### src/rtl/jtag_tap_ir.sv
// IEEE 1149.1 TAP controller with instruction register, BYPASS/IDCODE data
// registers, instruction decode and a falling-edge TDO mux toward the pins.
module jtag_tap_ir #(
    parameter int                     IR_WIDTH   = 4,
    parameter logic [31:0]            IDCODE_VAL = 32'h1000_0001,
    parameter logic [IR_WIDTH-1:0]    OP_EXTEST  = {IR_WIDTH{1'b0}},
    parameter logic [IR_WIDTH-1:0]    OP_SAMPLE  = IR_WIDTH'(1'b1),
    parameter logic [IR_WIDTH-1:0]    OP_IDCODE  = IR_WIDTH'(2'b10),
    parameter logic [IR_WIDTH-1:0]    OP_BYPASS  = {IR_WIDTH{1'b1}}
) (
    input  logic                TCK,
    input  logic                TRST,
    input  logic                TMS,
    input  logic                TDI,
    input  logic                bsr_tdo,
    output logic                TDO,
    output logic                tdo_en,
    output logic [3:0]          state,
    output logic [IR_WIDTH-1:0] instr,
    output logic                clockdr,
    output logic                shiftdr,
    output logic                updatedr,
    output logic                clockir,
    output logic                shiftir,
    output logic                updateir,
    output logic                select,
    output logic                bs_en
);

    typedef enum logic [3:0] {
        ST_TLR      = 4'hF,
        ST_RTI      = 4'hC,
        ST_SEL_DR   = 4'h7,
        ST_CAP_DR   = 4'h6,
        ST_SH_DR    = 4'h2,
        ST_EX1_DR   = 4'h1,
        ST_PAUSE_DR = 4'h3,
        ST_EX2_DR   = 4'h0,
        ST_UPD_DR   = 4'h5,
        ST_SEL_IR   = 4'h4,
        ST_CAP_IR   = 4'hE,
        ST_SH_IR    = 4'hA,
        ST_EX1_IR   = 4'h9,
        ST_PAUSE_IR = 4'hB,
        ST_EX2_IR   = 4'h8,
        ST_UPD_IR   = 4'hD
    } tap_state_e;

    localparam logic [IR_WIDTH-1:0] IR_CAPTURE = IR_WIDTH'(2'b01);

    tap_state_e            state_r;
    tap_state_e            state_nxt_s;
    logic [IR_WIDTH-1:0]   ir_sr_r;
    logic [IR_WIDTH-1:0]   instr_r;
    logic [31:0]           idcode_r;
    logic                  bypass_r;
    logic                  tdo_r;
    logic                  tdo_en_r;
    logic                  tdo_nxt_s;
    logic                  tdo_en_nxt_s;
    logic                  sel_bsr_s;
    logic                  sel_idcode_s;
    logic                  ir_side_s;

    // TAP state register, advanced by TMS on the rising edge
    always_ff @(posedge TCK or negedge TRST) begin
        if (!TRST) begin
            state_r <= ST_TLR;
        end else begin
            state_r <= state_nxt_s;
        end
    end

    // IEEE 1149.1 next-state function
    always_comb begin
        state_nxt_s = ST_TLR;
        case (state_r)
            ST_TLR:      state_nxt_s = TMS ? ST_TLR      : ST_RTI;
            ST_RTI:      state_nxt_s = TMS ? ST_SEL_DR   : ST_RTI;
            ST_SEL_DR:   state_nxt_s = TMS ? ST_SEL_IR   : ST_CAP_DR;
            ST_CAP_DR:   state_nxt_s = TMS ? ST_EX1_DR   : ST_SH_DR;
            ST_SH_DR:    state_nxt_s = TMS ? ST_EX1_DR   : ST_SH_DR;
            ST_EX1_DR:   state_nxt_s = TMS ? ST_UPD_DR   : ST_PAUSE_DR;
            ST_PAUSE_DR: state_nxt_s = TMS ? ST_EX2_DR   : ST_PAUSE_DR;
            ST_EX2_DR:   state_nxt_s = TMS ? ST_UPD_DR   : ST_SH_DR;
            ST_UPD_DR:   state_nxt_s = TMS ? ST_SEL_DR   : ST_RTI;
            ST_SEL_IR:   state_nxt_s = TMS ? ST_TLR      : ST_CAP_IR;
            ST_CAP_IR:   state_nxt_s = TMS ? ST_EX1_IR   : ST_SH_IR;
            ST_SH_IR:    state_nxt_s = TMS ? ST_EX1_IR   : ST_SH_IR;
            ST_EX1_IR:   state_nxt_s = TMS ? ST_UPD_IR   : ST_PAUSE_IR;
            ST_PAUSE_IR: state_nxt_s = TMS ? ST_EX2_IR   : ST_PAUSE_IR;
            ST_EX2_IR:   state_nxt_s = TMS ? ST_UPD_IR   : ST_SH_IR;
            ST_UPD_IR:   state_nxt_s = TMS ? ST_SEL_DR   : ST_RTI;
            default:     state_nxt_s = ST_TLR;
        endcase
    end

    // Instruction decode; undefined opcodes fall through to BYPASS
    always_comb begin
        sel_bsr_s    = 1'b0;
        sel_idcode_s = 1'b0;
        if ((instr_r == OP_EXTEST) || (instr_r == OP_SAMPLE)) begin
            sel_bsr_s = 1'b1;
        end else if (instr_r == OP_IDCODE) begin
            sel_idcode_s = 1'b1;
        end else begin
            sel_bsr_s    = 1'b0;
            sel_idcode_s = 1'b0;
        end
    end

    // IR shift register: capture 0..01, shift TDI in at the MSB
    always_ff @(posedge TCK or negedge TRST) begin
        if (!TRST) begin
            ir_sr_r <= IR_CAPTURE;
        end else if (state_r == ST_CAP_IR) begin
            ir_sr_r <= IR_CAPTURE;
        end else if (state_r == ST_SH_IR) begin
            ir_sr_r <= {TDI, ir_sr_r[IR_WIDTH-1:1]};
        end else begin
            ir_sr_r <= ir_sr_r;
        end
    end

    // IDCODE data register, only active while IDCODE is the instruction
    always_ff @(posedge TCK or negedge TRST) begin
        if (!TRST) begin
            idcode_r <= IDCODE_VAL;
        end else if (sel_idcode_s && (state_r == ST_CAP_DR)) begin
            idcode_r <= IDCODE_VAL;
        end else if (sel_idcode_s && (state_r == ST_SH_DR)) begin
            idcode_r <= {TDI, idcode_r[31:1]};
        end else begin
            idcode_r <= idcode_r;
        end
    end

    // Single-bit bypass register for BYPASS and unknown opcodes
    always_ff @(posedge TCK or negedge TRST) begin
        if (!TRST) begin
            bypass_r <= 1'b0;
        end else if (!sel_bsr_s && !sel_idcode_s && (state_r == ST_CAP_DR)) begin
            bypass_r <= 1'b0;
        end else if (!sel_bsr_s && !sel_idcode_s && (state_r == ST_SH_DR)) begin
            bypass_r <= TDI;
        end else begin
            bypass_r <= bypass_r;
        end
    end

    // TDO source selection for the next falling edge
    always_comb begin
        tdo_nxt_s    = 1'b0;
        tdo_en_nxt_s = 1'b0;
        if (state_r == ST_SH_IR) begin
            tdo_nxt_s    = ir_sr_r[0];
            tdo_en_nxt_s = 1'b1;
        end else if (state_r == ST_SH_DR) begin
            tdo_en_nxt_s = 1'b1;
            if (sel_bsr_s) begin
                tdo_nxt_s = bsr_tdo;
            end else if (sel_idcode_s) begin
                tdo_nxt_s = idcode_r[0];
            end else begin
                tdo_nxt_s = bypass_r;
            end
        end else begin
            tdo_nxt_s    = 1'b0;
            tdo_en_nxt_s = 1'b0;
        end
    end

    // Falling-edge TDO driver so data is stable around the next rising edge
    always_ff @(negedge TCK or negedge TRST) begin
        if (!TRST) begin
            tdo_r    <= 1'b0;
            tdo_en_r <= 1'b0;
        end else begin
            tdo_r    <= tdo_nxt_s;
            tdo_en_r <= tdo_en_nxt_s;
        end
    end

    // Active instruction; changes only on the fall in Update-IR or TLR
    always_ff @(negedge TCK or negedge TRST) begin
        if (!TRST) begin
            instr_r <= OP_IDCODE;
        end else if (state_r == ST_UPD_IR) begin
            instr_r <= ir_sr_r;
        end else if (state_r == ST_TLR) begin
            instr_r <= OP_IDCODE;
        end else begin
            instr_r <= instr_r;
        end
    end

    // IR-side state membership for the select output
    always_comb begin
        ir_side_s = 1'b0;
        case (state_r)
            ST_SEL_IR, ST_CAP_IR, ST_SH_IR, ST_EX1_IR,
            ST_PAUSE_IR, ST_EX2_IR, ST_UPD_IR: ir_side_s = 1'b1;
            default:                          ir_side_s = 1'b0;
        endcase
    end

    assign state    = state_r;
    assign instr    = instr_r;
    assign TDO      = tdo_r;
    assign tdo_en   = tdo_en_r;
    assign clockdr  = (state_r == ST_CAP_DR) || (state_r == ST_SH_DR);
    assign shiftdr  = (state_r == ST_SH_DR);
    assign updatedr = (state_r == ST_UPD_DR);
    assign clockir  = (state_r == ST_CAP_IR) || (state_r == ST_SH_IR);
    assign shiftir  = (state_r == ST_SH_IR);
    assign updateir = (state_r == ST_UPD_IR);
    assign select   = ir_side_s;
    assign bs_en    = (instr_r == OP_EXTEST);

endmodule

### config.mk
export PLATFORM = sky130hd
export DESIGN_NAME = jtag_tap_ir
export DESIGN_NICKNAME = d
export VERILOG_FILES = /design/src/rtl/jtag_tap_ir.sv
export SDC_FILE = /design/constraint.sdc
export NUM_CORES = 1
export LEC_CHECK = 0
export BUFFER_PORTS_ARGS = -buffer_cell sky130_fd_sc_hd__buf_2
export CAP_MARGIN = 10
export CORE_UTILIZATION = 25
export CTS_BUF_LIST = sky130_fd_sc_hd__clkbuf_8 sky130_fd_sc_hd__clkbuf_16
export CTS_CLUSTER_SIZE = 24
export DETAILED_ROUTE_END_ITERATION = 7
export SYNTH_ARGS = -nofsm -noshare
export SYNTH_HDL_FRONTEND = slang
export SYNTH_SLANG_ARGS = --single-unit
### constraint.sdc
create_clock -name TCK -period 1.8 [get_ports TCK]
set_clock_uncertainty 0.2 [all_clocks]
set_input_delay 0.36 -clock TCK [delete_from_list [all_inputs] [get_ports TCK]]
set_output_delay 0.36 -clock TCK [all_outputs]
set_load 0.01 [all_outputs]
==> results.toml, run 1 <==
[drt]
drt-initial-drc-count = 54
routed_wl_um = 5563
dr_total_vias = 1700
wl_per_cell_um = 14.56
via_per_inst = 4.450
post-route-drc-count = 0
route.antenna.remaining_nets = 0
first_pass_iters = 4

[clocking]
worst_skew_pair.late_latency_ps = 360
tritoncts = "built"
max-clock-path-buffers = 2
clk_pin_slew_ps = 90
cts_made_buffers = 5
cts_sinks = 47
cts-root-buf = "sky130_fd_sc_hd__clkbuf_8"
cts_max_level = 2

[cells_and_area]
antenna-diode-count = 0
num-nets-final = 278
postLayoutCellArea_um2 = 3477
layout.cells.non_filler = 382
areaGrowthSynthToFinish_pct = 51.11
drive_gt1_share_pct = 56.20

[global_routing]
all_layer_gr_usage_pct = 11.75
global_route_wire_length_before_repair_um = 8859
via_count_of_the_first_global_routing_pass = 1724
grt_start_max_net_pins = 26
grt_overflow = 0
grt_antenna_before_repair = 0

[setup_path]
ff2ff_setup_slack_ps = -870
setup.worst_path.end = "idcode_r[18]$_DFFE_PN0P_"
crit-reg2reg-capture = "idcode_r[18]$_DFFE_PN0P_"
critical_path_launch_point_type = "flop"
path_max_fanout = 16
ff2ff_path_depth = 4
required_time_at_the_endpoint_of_the_critical_path_ps = 1790
setup.worst_path.start = "instr[1]$_DFFE_NN1P_"
critical_path_class = "flop to flop"
cp-end-kind = "flop"
crit-reg2reg-launch = "instr[1]$_DFFE_NN1P_"
critical_path_arrival_ps = 2660

[floorplan]
die-height_um = 97.94
io_pins = 23
fp-row-count = 34
total_die_area_um2 = 9591
design.core.area_um2 = 8806
die_x_um = 97.94
initial_utilization_pct = 26.13

[place]
place.detailed.hpwl_um = 2779
gp_congestion = 0.8015
port-buffer-count = 22
detailedPlace.worstSlack_ps = -642.1
placed_area_um2 = 2693
dpl.cell_count = 331

[logic_synthesis]
synthesis.yosys.warnings = 0
synth_cell_types = 32
per_instance_average_area_after_synthesis_um2 = 12.05
synth_area_leaders = "sky130_fd_sc_hd__dfrtp_1, sky130_fd_sc_hd__mux2_4, sky130_fd_sc_hd__dfstp_2"
netlist.top_cell.by_area = "sky130_fd_sc_hd__dfrtp_1"
synth.most_common_cell = "sky130_fd_sc_hd__dfrtp_1"
synth_common_cells = "sky130_fd_sc_hd__dfrtp_1, sky130_fd_sc_hd__nor2b_1, sky130_fd_sc_hd__mux2_4"
synth_top_flop_cell = "sky130_fd_sc_hd__dfrtp_1"
count_of_flip_flops_with_a_built_in_enable_after_synthesis = 0
synth_top_cell_area_share_pct = 36.98
syn-num-nets = 196
synth-seq-area-share_pct = 51.55
synthCells = 191
async_reset_ff_share_pct = 100.0
synth_register_bits = 47
syn_area_um2 = 2301

[sta]
timing.max_slew.rel_slack_pct = 78.44
finalHoldWorstSlack_ps = 74.04
timing_max_transition_violations_final = 0
finalSetupViolations = 56
report.final.hold_viol_count = 0
grt_setup_unrepaired = "yes"
fin_ws_ps = -866.8
timing_worst_slew_pin_value_ps = 323.5

[outcome]
status = "finished, violations left"
failed_checks = "setup timing"

[power_and_ir_drop]
peakVddDrop_mv = 1.002
power-per-cell-area_nw_per_um2 = 1474
power_leakage_uw = 0.001737

[min_path]
min_path_type = "input port to flop"
hold_path.startpoint = "TMS"

[flow_run]
max_cap_viol_count = 0
-- state kept, by name, indices dropped and copies added (netlist names) --
register  cells
bypass_r      1
TDO           1
instr         4
tdo_en        1
ir_sr_r       4
state         4
idcode_r     32
-- through the flow --
step | power [uW] | setup TNS [ps] | utilization, %
after global routing | 5405 | -39080 | 39.49
final | 5126 | -37080 | 39.49
after detailed placement | 3046 | -25880 | 30.58
after CTS | 4725 | -34640 | 37.41
after floorplan | 2525 | -25460 | -
after global placement | 3017 | -25160 | 30.58
-- worst max-delay path, stage by stage, from the launching register on --
cell	delay (ps)
sky130_fd_sc_hd__dfstp_2	590
sky130_fd_sc_hd__buf_6	140
sky130_fd_sc_hd__nand3_4	140
sky130_fd_sc_hd__buf_12	210
sky130_fd_sc_hd__mux2_4	300
-- worst min path at each step --
stage                         endpoint  slack (ps)  depth (start not counted)
5_1_grt             state[1]$_DFF_PN1_          80                          2
3_5_place_dp   idcode_r[0]$_DFFE_PN1P_         270                          2
6_report            state[1]$_DFF_PN1_          70                          2
2_1_floorplan     bypass_r$_DFFE_PN0P_        -140                          0
3_3_place_gp   idcode_r[0]$_DFFE_PN1P_         270                          2
4_1_cts             state[1]$_DFF_PN1_          60                          2
-- metal layers --
metal  GRT usage [%]  routed length (um)
met4           2.797                  40
met1           14.32                2413
met3           2.720                 154
met5               0                   0
met2           20.91                2955
-- timing repair --
item,CTS,global route
resized for setup,45,25
endpoints found under the hold margin,6,0
endpoints found under the setup margin,58,58
hold buffers,1,0
buffers inserted,26,14
pin swaps,6,5
cloned,5,0
-- report_power, final --
group / internal [uW] / switching, uW
Combinational: 1740 / 1260
Clock: 269 / 365
Sequential: 1310 / 184
Total: 3320 / 1810
-- cell type report --
class / count / area [um^2]
Timing Repair Buffer: 85 / 879.6
Multi-Input combinational cell: 130 / 1176
Tap cell: 108 / 135.1
Inverter: 3 / 11.26
Fill cell: 811 / 5329
Clock buffer: 5 / 68.82
Clock inverter: 4 / 20.02
Sequential cell: 47 / 1186
-- cells in the final DEF (no fill, tap or decap), types with 2 or more instances in the layout --
| cell type | count |
|---|---|
| sky130_fd_sc_hd__mux2_4 | 29 |
| sky130_fd_sc_hd__buf_6 | 33 |
| sky130_fd_sc_hd__o21ai_2 | 2 |
| sky130_fd_sc_hd__nand2_2 | 4 |
| sky130_fd_sc_hd__nor3_4 | 3 |
| sky130_fd_sc_hd__o21ai_1 | 4 |
| sky130_fd_sc_hd__nand2b_1 | 5 |
| sky130_fd_sc_hd__nand3_4 | 3 |
| sky130_fd_sc_hd__dfstp_2 | 8 |
| sky130_fd_sc_hd__mux2i_1 | 2 |
| sky130_fd_sc_hd__nand2_1 | 8 |
| sky130_fd_sc_hd__mux2_2 | 4 |
| sky130_fd_sc_hd__dfrtp_1 | 34 |
| sky130_fd_sc_hd__buf_12 | 2 |
| sky130_fd_sc_hd__o21ai_0 | 6 |
| sky130_fd_sc_hd__clkbuf_8 | 5 |
| sky130_fd_sc_hd__buf_2 | 12 |
| sky130_fd_sc_hd__dfrtn_1 | 5 |
| sky130_fd_sc_hd__inv_1 | 5 |
| sky130_fd_sc_hd__bufbuf_16 | 2 |
| sky130_fd_sc_hd__buf_16 | 2 |
| sky130_fd_sc_hd__nor2_1 | 8 |
| sky130_fd_sc_hd__nand3_1 | 2 |
| sky130_fd_sc_hd__buf_8 | 4 |
| sky130_fd_sc_hd__nor2b_1 | 31 |
| sky130_fd_sc_hd__buf_4 | 29 |
-- cells by family after synthesis --
group           share of synthesized area, %
buf+inv                                3.534
simple gates                           17.62
flops                                  51.55
mux                                    21.59
compound gates                         5.710
No activity file was read; power rests on OpenSTA's default activity.
==> run 2: changes to the inputs <==
--- a/config.mk
+++ b/config.mk
@@ -11,6 +11,7 @@
 export CTS_BUF_LIST = sky130_fd_sc_hd__clkbuf_8 sky130_fd_sc_hd__clkbuf_16
 export CTS_CLUSTER_SIZE = 24
 export DETAILED_ROUTE_END_ITERATION = 7
+export MAX_ROUTING_LAYER = met4
 export SYNTH_ARGS = -nofsm -noshare
 export SYNTH_HDL_FRONTEND = slang
 export SYNTH_SLANG_ARGS = --single-unit
==> results.toml, run 2 (synthesis results as in run 1) <==
[setup_path]
required_time_at_the_endpoint_of_the_critical_path_ps = 1790
crit-reg2reg-capture = "idcode_r[18]$_DFFE_PN0P_"
ff2ff_setup_slack_ps = -870
critical_path_arrival_ps = 2660
worst_path_max_delay_cell = "sky130_fd_sc_hd__dfstp_2"
cp-end-kind = "flop"
critical_path_launch_point_type = "flop"
critical_path.max_stage_delay_ps = 590
path_max_fanout = 16
ff2ff_path_depth = 4
cp_cell_sequence = "buf_6, nand3_4, buf_12, mux2_4"
critical_path_class = "flop to flop"
crit-reg2reg-launch = "instr[1]$_DFFE_NN1P_"

[floorplan]
total_die_area_um2 = 9591
io_pins = 23
initial_utilization_pct = 26.13
die_x_um = 97.94
die-height_um = 97.94
fp-row-count = 34
design.core.area_um2 = 8806

[drt]
drt-initial-drc-count = 52
first_pass_iters = 4
via_per_inst = 4.476
routed_wl_um = 5520
route.antenna.remaining_nets = 0
post-route-drc-count = 0
dr_total_vias = 1710
wl_per_cell_um = 14.45

[place]
gp_congestion = 0.8131
dpl.cell_count = 331
port-buffer-count = 22
place.detailed.hpwl_um = 2779

[cells_and_area]
largest_reg_flops = 32
largest-register = "idcode_r"
leading_cell_type_in_the_layout_fill_and_taps_excluded = "sky130_fd_sc_hd__dfrtp_1"
mostFrequentLayoutCells = "sky130_fd_sc_hd__dfrtp_1, sky130_fd_sc_hd__buf_6, sky130_fd_sc_hd__nor2b_1, sky130_fd_sc_hd__mux2_4, sky130_fd_sc_hd__buf_4"
num-nets-final = 278
areaGrowthSynthToFinish_pct = 51.06
antenna-diode-count = 0
final_core_utilization_pct = 39.47
drive_gt1_share_pct = 55.47
num-fill-cells = 808
layout.cells.non_filler = 382

[global_routing]
global_route_wire_length_before_repair_um = 8866
all_layer_gr_usage_pct = 12.13
grt_antenna_before_repair = 0
via_count_of_the_first_global_routing_pass = 1731
grt_overflow = 0
grt_start_max_net_pins = 26

[clocking]
clk_pin_slew_ps = 90
tritoncts = "built"
cts-root-buf = "sky130_fd_sc_hd__clkbuf_8"
cts_sinks = 47
max-clock-path-buffers = 2
worst_skew_pair.late_latency_ps = 360
cts_max_level = 2
cts_made_buffers = 5

[min_path]
worst_hold_path.endpoint = "state[1]$_DFF_PN1_"
min_path_type = "input port to flop"
hold_path.startpoint = "TMS"
hold_depth = 2

[sta]
report.final.hold_viol_count = 0
fin_ws_ps = -867.2
timing_worst_slew_pin_value_ps = 326.2
fin_tns_setup_ps = -37120
timing.max_slew.rel_slack_pct = 78.25
grt_setup_unrepaired = "yes"
timing_max_transition_violations_final = 0
finalSetupViolations = 56

[outcome]
failed_checks = "setup timing"
status = "finished, violations left"

[power_and_ir_drop]
power_leakage_uw = 0.001735
power-per-cell-area_nw_per_um2 = 1470
peakVddDrop_mv = 0.9370

[flow_run]
max_cap_viol_count = 0
## run 2: worst max path at each step
stage	depth (start not counted)	start	end
after floorplan	4	instr[0]$_DFFE_NN0P_	idcode_r[10]$_DFFE_PN0P_
after global placement	3	instr[1]$_DFFE_NN1P_	idcode_r[2]$_DFFE_PN0P_
after detailed placement	3	instr[1]$_DFFE_NN1P_	idcode_r[1]$_DFFE_PN0P_
after CTS	3	instr[2]$_DFFE_NN0P_	bs_en
after global routing	3	instr[2]$_DFFE_NN0P_	bs_en
final	4	instr[1]$_DFFE_NN1P_	idcode_r[18]$_DFFE_PN0P_
## run 2: repair_timing
action,4_1_cts,5_1_grt
gates cloned,5,0
setup buffers,26,14
endpoints found under the hold margin,6,0
pin swaps,6,6
resized for setup,45,24
setup endpoints to repair,58,57
hold buffers,1,0
## run 2: routing by layer
layer | part of all wire (%) | up-vias | routed length, um | track usage (%)
met1 | 44 | 857 | 2422 | 14.45
met2 | 52 | 36 | 2877 | 20.91
met5 | 0 | - | 0 | -
li1 | - | 812 | - | -
met4 | 0.87 | 0 | 48 | 4.196
met3 | 3.1 | 5 | 171 | 1.718
## run 2: layout make-up
| class | instances | area [um^2] | area share, % |
|---|---|---|---|
| flip-flops and latches | 47 | 1186 | 34.13 |
| multi-input cells | 130 | 1175 | 33.80 |
| repair buffers | 85 | 879.6 | 25.31 |
| well taps | 108 | 135.1 | 3.888 |
| clock buffers | 5 | 68.82 | 1.980 |
| clock inverters | 4 | 20.02 | 0.5760 |
| inverters | 3 | 11.26 | 0.3240 |
## run 2: power breakdown
group / switching, uW / total [uW] / internal (uW)
sequential: 183 / 1500 / 1310
combinational: 1250 / 2980 / 1730
clock: 367 / 636 / 269
total: 1800 / 5110 / 3310
## run 2: worst max-delay path, delay by kind of cell (launching register included)
family | cells | cell delay, ps
simple gates | 1 | 140
mux | 1 | 300
buf+inv | 2 | 350
flops | 1 | 590
## run 2: stage by stage
step                      hold slack (ps)  area, um^2  worst slack [ps]  power (uW)
after global placement              269.4        2693            -617.9        3017
after floorplan                    -135.6        2372            -665.7        2525
after detailed placement            270.3        2693            -642.1        3046
final                               64.53        3476            -867.2        5109
after CTS                           63.01        3294            -851.3        4725
after global routing                68.58        3476            -898.7        5378
==> run 3: changes to the inputs <==
--- a/config.mk
+++ b/config.mk
@@ -5,7 +5,7 @@
 export SDC_FILE = /design/constraint.sdc
 export NUM_CORES = 1
 export LEC_CHECK = 0
-export BUFFER_PORTS_ARGS = -buffer_cell sky130_fd_sc_hd__buf_2
+export BUFFER_PORTS_ARGS = -buffer_cell sky130_fd_sc_hd__buf_4
 export CAP_MARGIN = 10
 export CORE_UTILIZATION = 25
 export CTS_BUF_LIST = sky130_fd_sc_hd__clkbuf_8 sky130_fd_sc_hd__clkbuf_16
==> results.toml, run 3 (synthesis results as in run 1) <==
[power_and_ir_drop]
peakVddDrop_mv = 0.8877
totalPowerFinal_uw = 5232
power-per-cell-area_nw_per_um2 = 1488
power_leakage_uw = 0.001745

[sta]
timing_worst_slew_pin_value_ps = 414.6
timing.max_slew.rel_slack_pct = 72.36
fin_ws_ps = -897.3
timing_max_transition_violations_final = 0
grt_setup_unrepaired = "yes"
report.final.hold_viol_count = 0
finalSetupViolations = 56

[clocking]
worst_skew_pair.late_latency_ps = 360
cts_made_buffers = 5
cts_max_level = 2
cts-root-buf = "sky130_fd_sc_hd__clkbuf_8"
clk_pin_slew_ps = 90
cts_sinks = 47
tritoncts = "built"
max-clock-path-buffers = 2

[floorplan]
die_x_um = 97.94
die-height_um = 97.94
total_die_area_um2 = 9591
initial_utilization_pct = 26.13
io_pins = 23
fp-row-count = 34
design.core.area_um2 = 8806

[outcome]
status = "finished, violations left"
failed_checks = "setup timing"

[global_routing]
grt_antenna_before_repair = 0
all_layer_gr_usage_pct = 11.28
grt_start_max_net_pins = 33
global_route_wire_length_before_repair_um = 8383
via_count_of_the_first_global_routing_pass = 1689
grt_overflow = 0

[place]
port-buffer-count = 22
place.detailed.hpwl_um = 2841
gp_congestion = 0.8447
placed_area_um2 = 2763

[cells_and_area]
areaGrowthSynthToFinish_pct = 52.80
postLayoutCellArea_um2 = 3516
largest-register = "idcode_r"
largest_reg_flops = 32
mostFrequentLayoutCells = "sky130_fd_sc_hd__buf_6, sky130_fd_sc_hd__buf_4, sky130_fd_sc_hd__dfrtp_1, sky130_fd_sc_hd__mux2_4, sky130_fd_sc_hd__nor2b_1"
num-fill-cells = 798
num-nets-final = 276
leading_cell_type_in_the_layout_fill_and_taps_excluded = "sky130_fd_sc_hd__buf_6"
antenna-diode-count = 0
drive_gt1_share_pct = 55.51

[setup_path]
cp-end-kind = "output port"
critical_path_launch_point_type = "flop"
required_time_at_the_endpoint_of_the_critical_path_ps = 1240
path_max_fanout = 2
critical_path_class = "flop to output port"
critical_path_arrival_ps = 2140

[drt]
met1_wl_um = 2426
first_pass_iters = 4
top_layer_in_use = "met4"
met3_wirelength_um = 183
via_per_inst = 4.555
met2_wirelength_um = 2870
route.antenna.remaining_nets = 0
drt-initial-drc-count = 102
dr_total_vias = 1731
routed_wl_um = 5530
wl_per_cell_um = 14.55
post-route-drc-count = 0

[min_path]
min_path_type = "input port to flop"

[flow_run]
max_cap_viol_count = 0
[run 3: changes by cell type in the layout (fill, tap and decap cells not counted), moves of 2 or more]
cell	delta
sky130_fd_sc_hd__buf_6	+5
sky130_fd_sc_hd__nand2_2	-2
sky130_fd_sc_hd__buf_4	+6
sky130_fd_sc_hd__buf_2	-12
sky130_fd_sc_hd__clkbuf_16	+3
[run 3: critical path: stages, from the launching register on]
cell                      delay [ps]
sky130_fd_sc_hd__dfrtn_1         360
sky130_fd_sc_hd__buf_6           130
sky130_fd_sc_hd__nor4_4          270
sky130_fd_sc_hd__buf_4           170
[run 3: routing by layer]
metal	track usage (%)	vias up
met1	13.59	879
li1	-	804
met5	-	-
met4	2.797	0
met2	19.18	41
met3	2.362	7
[run 3: stage by stage]
stage / setup TNS (ps) / hold slack, ps / setup slack [ps] / cells / utilization, %
6_report: -35960 / 32.85 / -897.3 / 380 / 39.93
5_1_grt: -38130 / 25.52 / -932.3 / 380 / 39.93
4_1_cts: -34000 / 25.77 / -878.8 / 368 / 37.74
3_5_place_dp: -25920 / 203.0 / -652.8 / 333 / 31.37
3_3_place_gp: -24860 / 193.1 / -660.5 / 333 / 31.37
2_1_floorplan: -25460 / -135.6 / -665.7 / 191 / -
[run 3: power by group]
group / total (uW) / switching (uW) / internal [uW]
logic: 3070 / 1270 / 1790
clock network: 677 / 396 / 281
registers: 1490 / 175 / 1310
[run 3: repair_timing]
item / 4_1_cts / 5_1_grt
hold buffers: 1 / 0
pin swaps: 5 / 4
endpoints found under the hold margin: 30 / 0
endpoints found under the setup margin: 58 / 63
cloned: 2 / 4
buffers inserted: 24 / 13
resized for setup: 54 / 20
[run 3: worst paths after layout]
kind / start / end / slack, ps / cells past startpoint
setup / recovery: instr[2]$_DFFE_NN0P_ / bs_en / -900 / 3
setup reg to reg: instr[0]$_DFFE_NN0P_ / idcode_r[31]$_DFFE_PN0P_ / -840 / 5
hold / removal: TMS / state[1]$_DFF_PN1_ / 30 / 2
min in group asynchronous: TRST / idcode_r[1]$_DFFE_PN0P_ / 400 / 3
hold reg to reg: idcode_r[0]$_DFFE_PN1P_ / idcode_r[0]$_DFFE_PN1P_ / 290 / 2
max in group asynchronous: TRST / instr[1]$_DFFE_NN1P_ / 120 / 2
[run 3: final cells by class]
cell class	instances	area (um^2)	area share [%]
tap	108	135.1	3.843
clock inverter	4	27.53	0.7829
sequential	47	1186	33.74
timing repair buffer	84	920.9	26.19
clock buffer	5	68.82	1.957
multi-input combinational	129	1166	33.17
inverter	3	11.26	0.3203
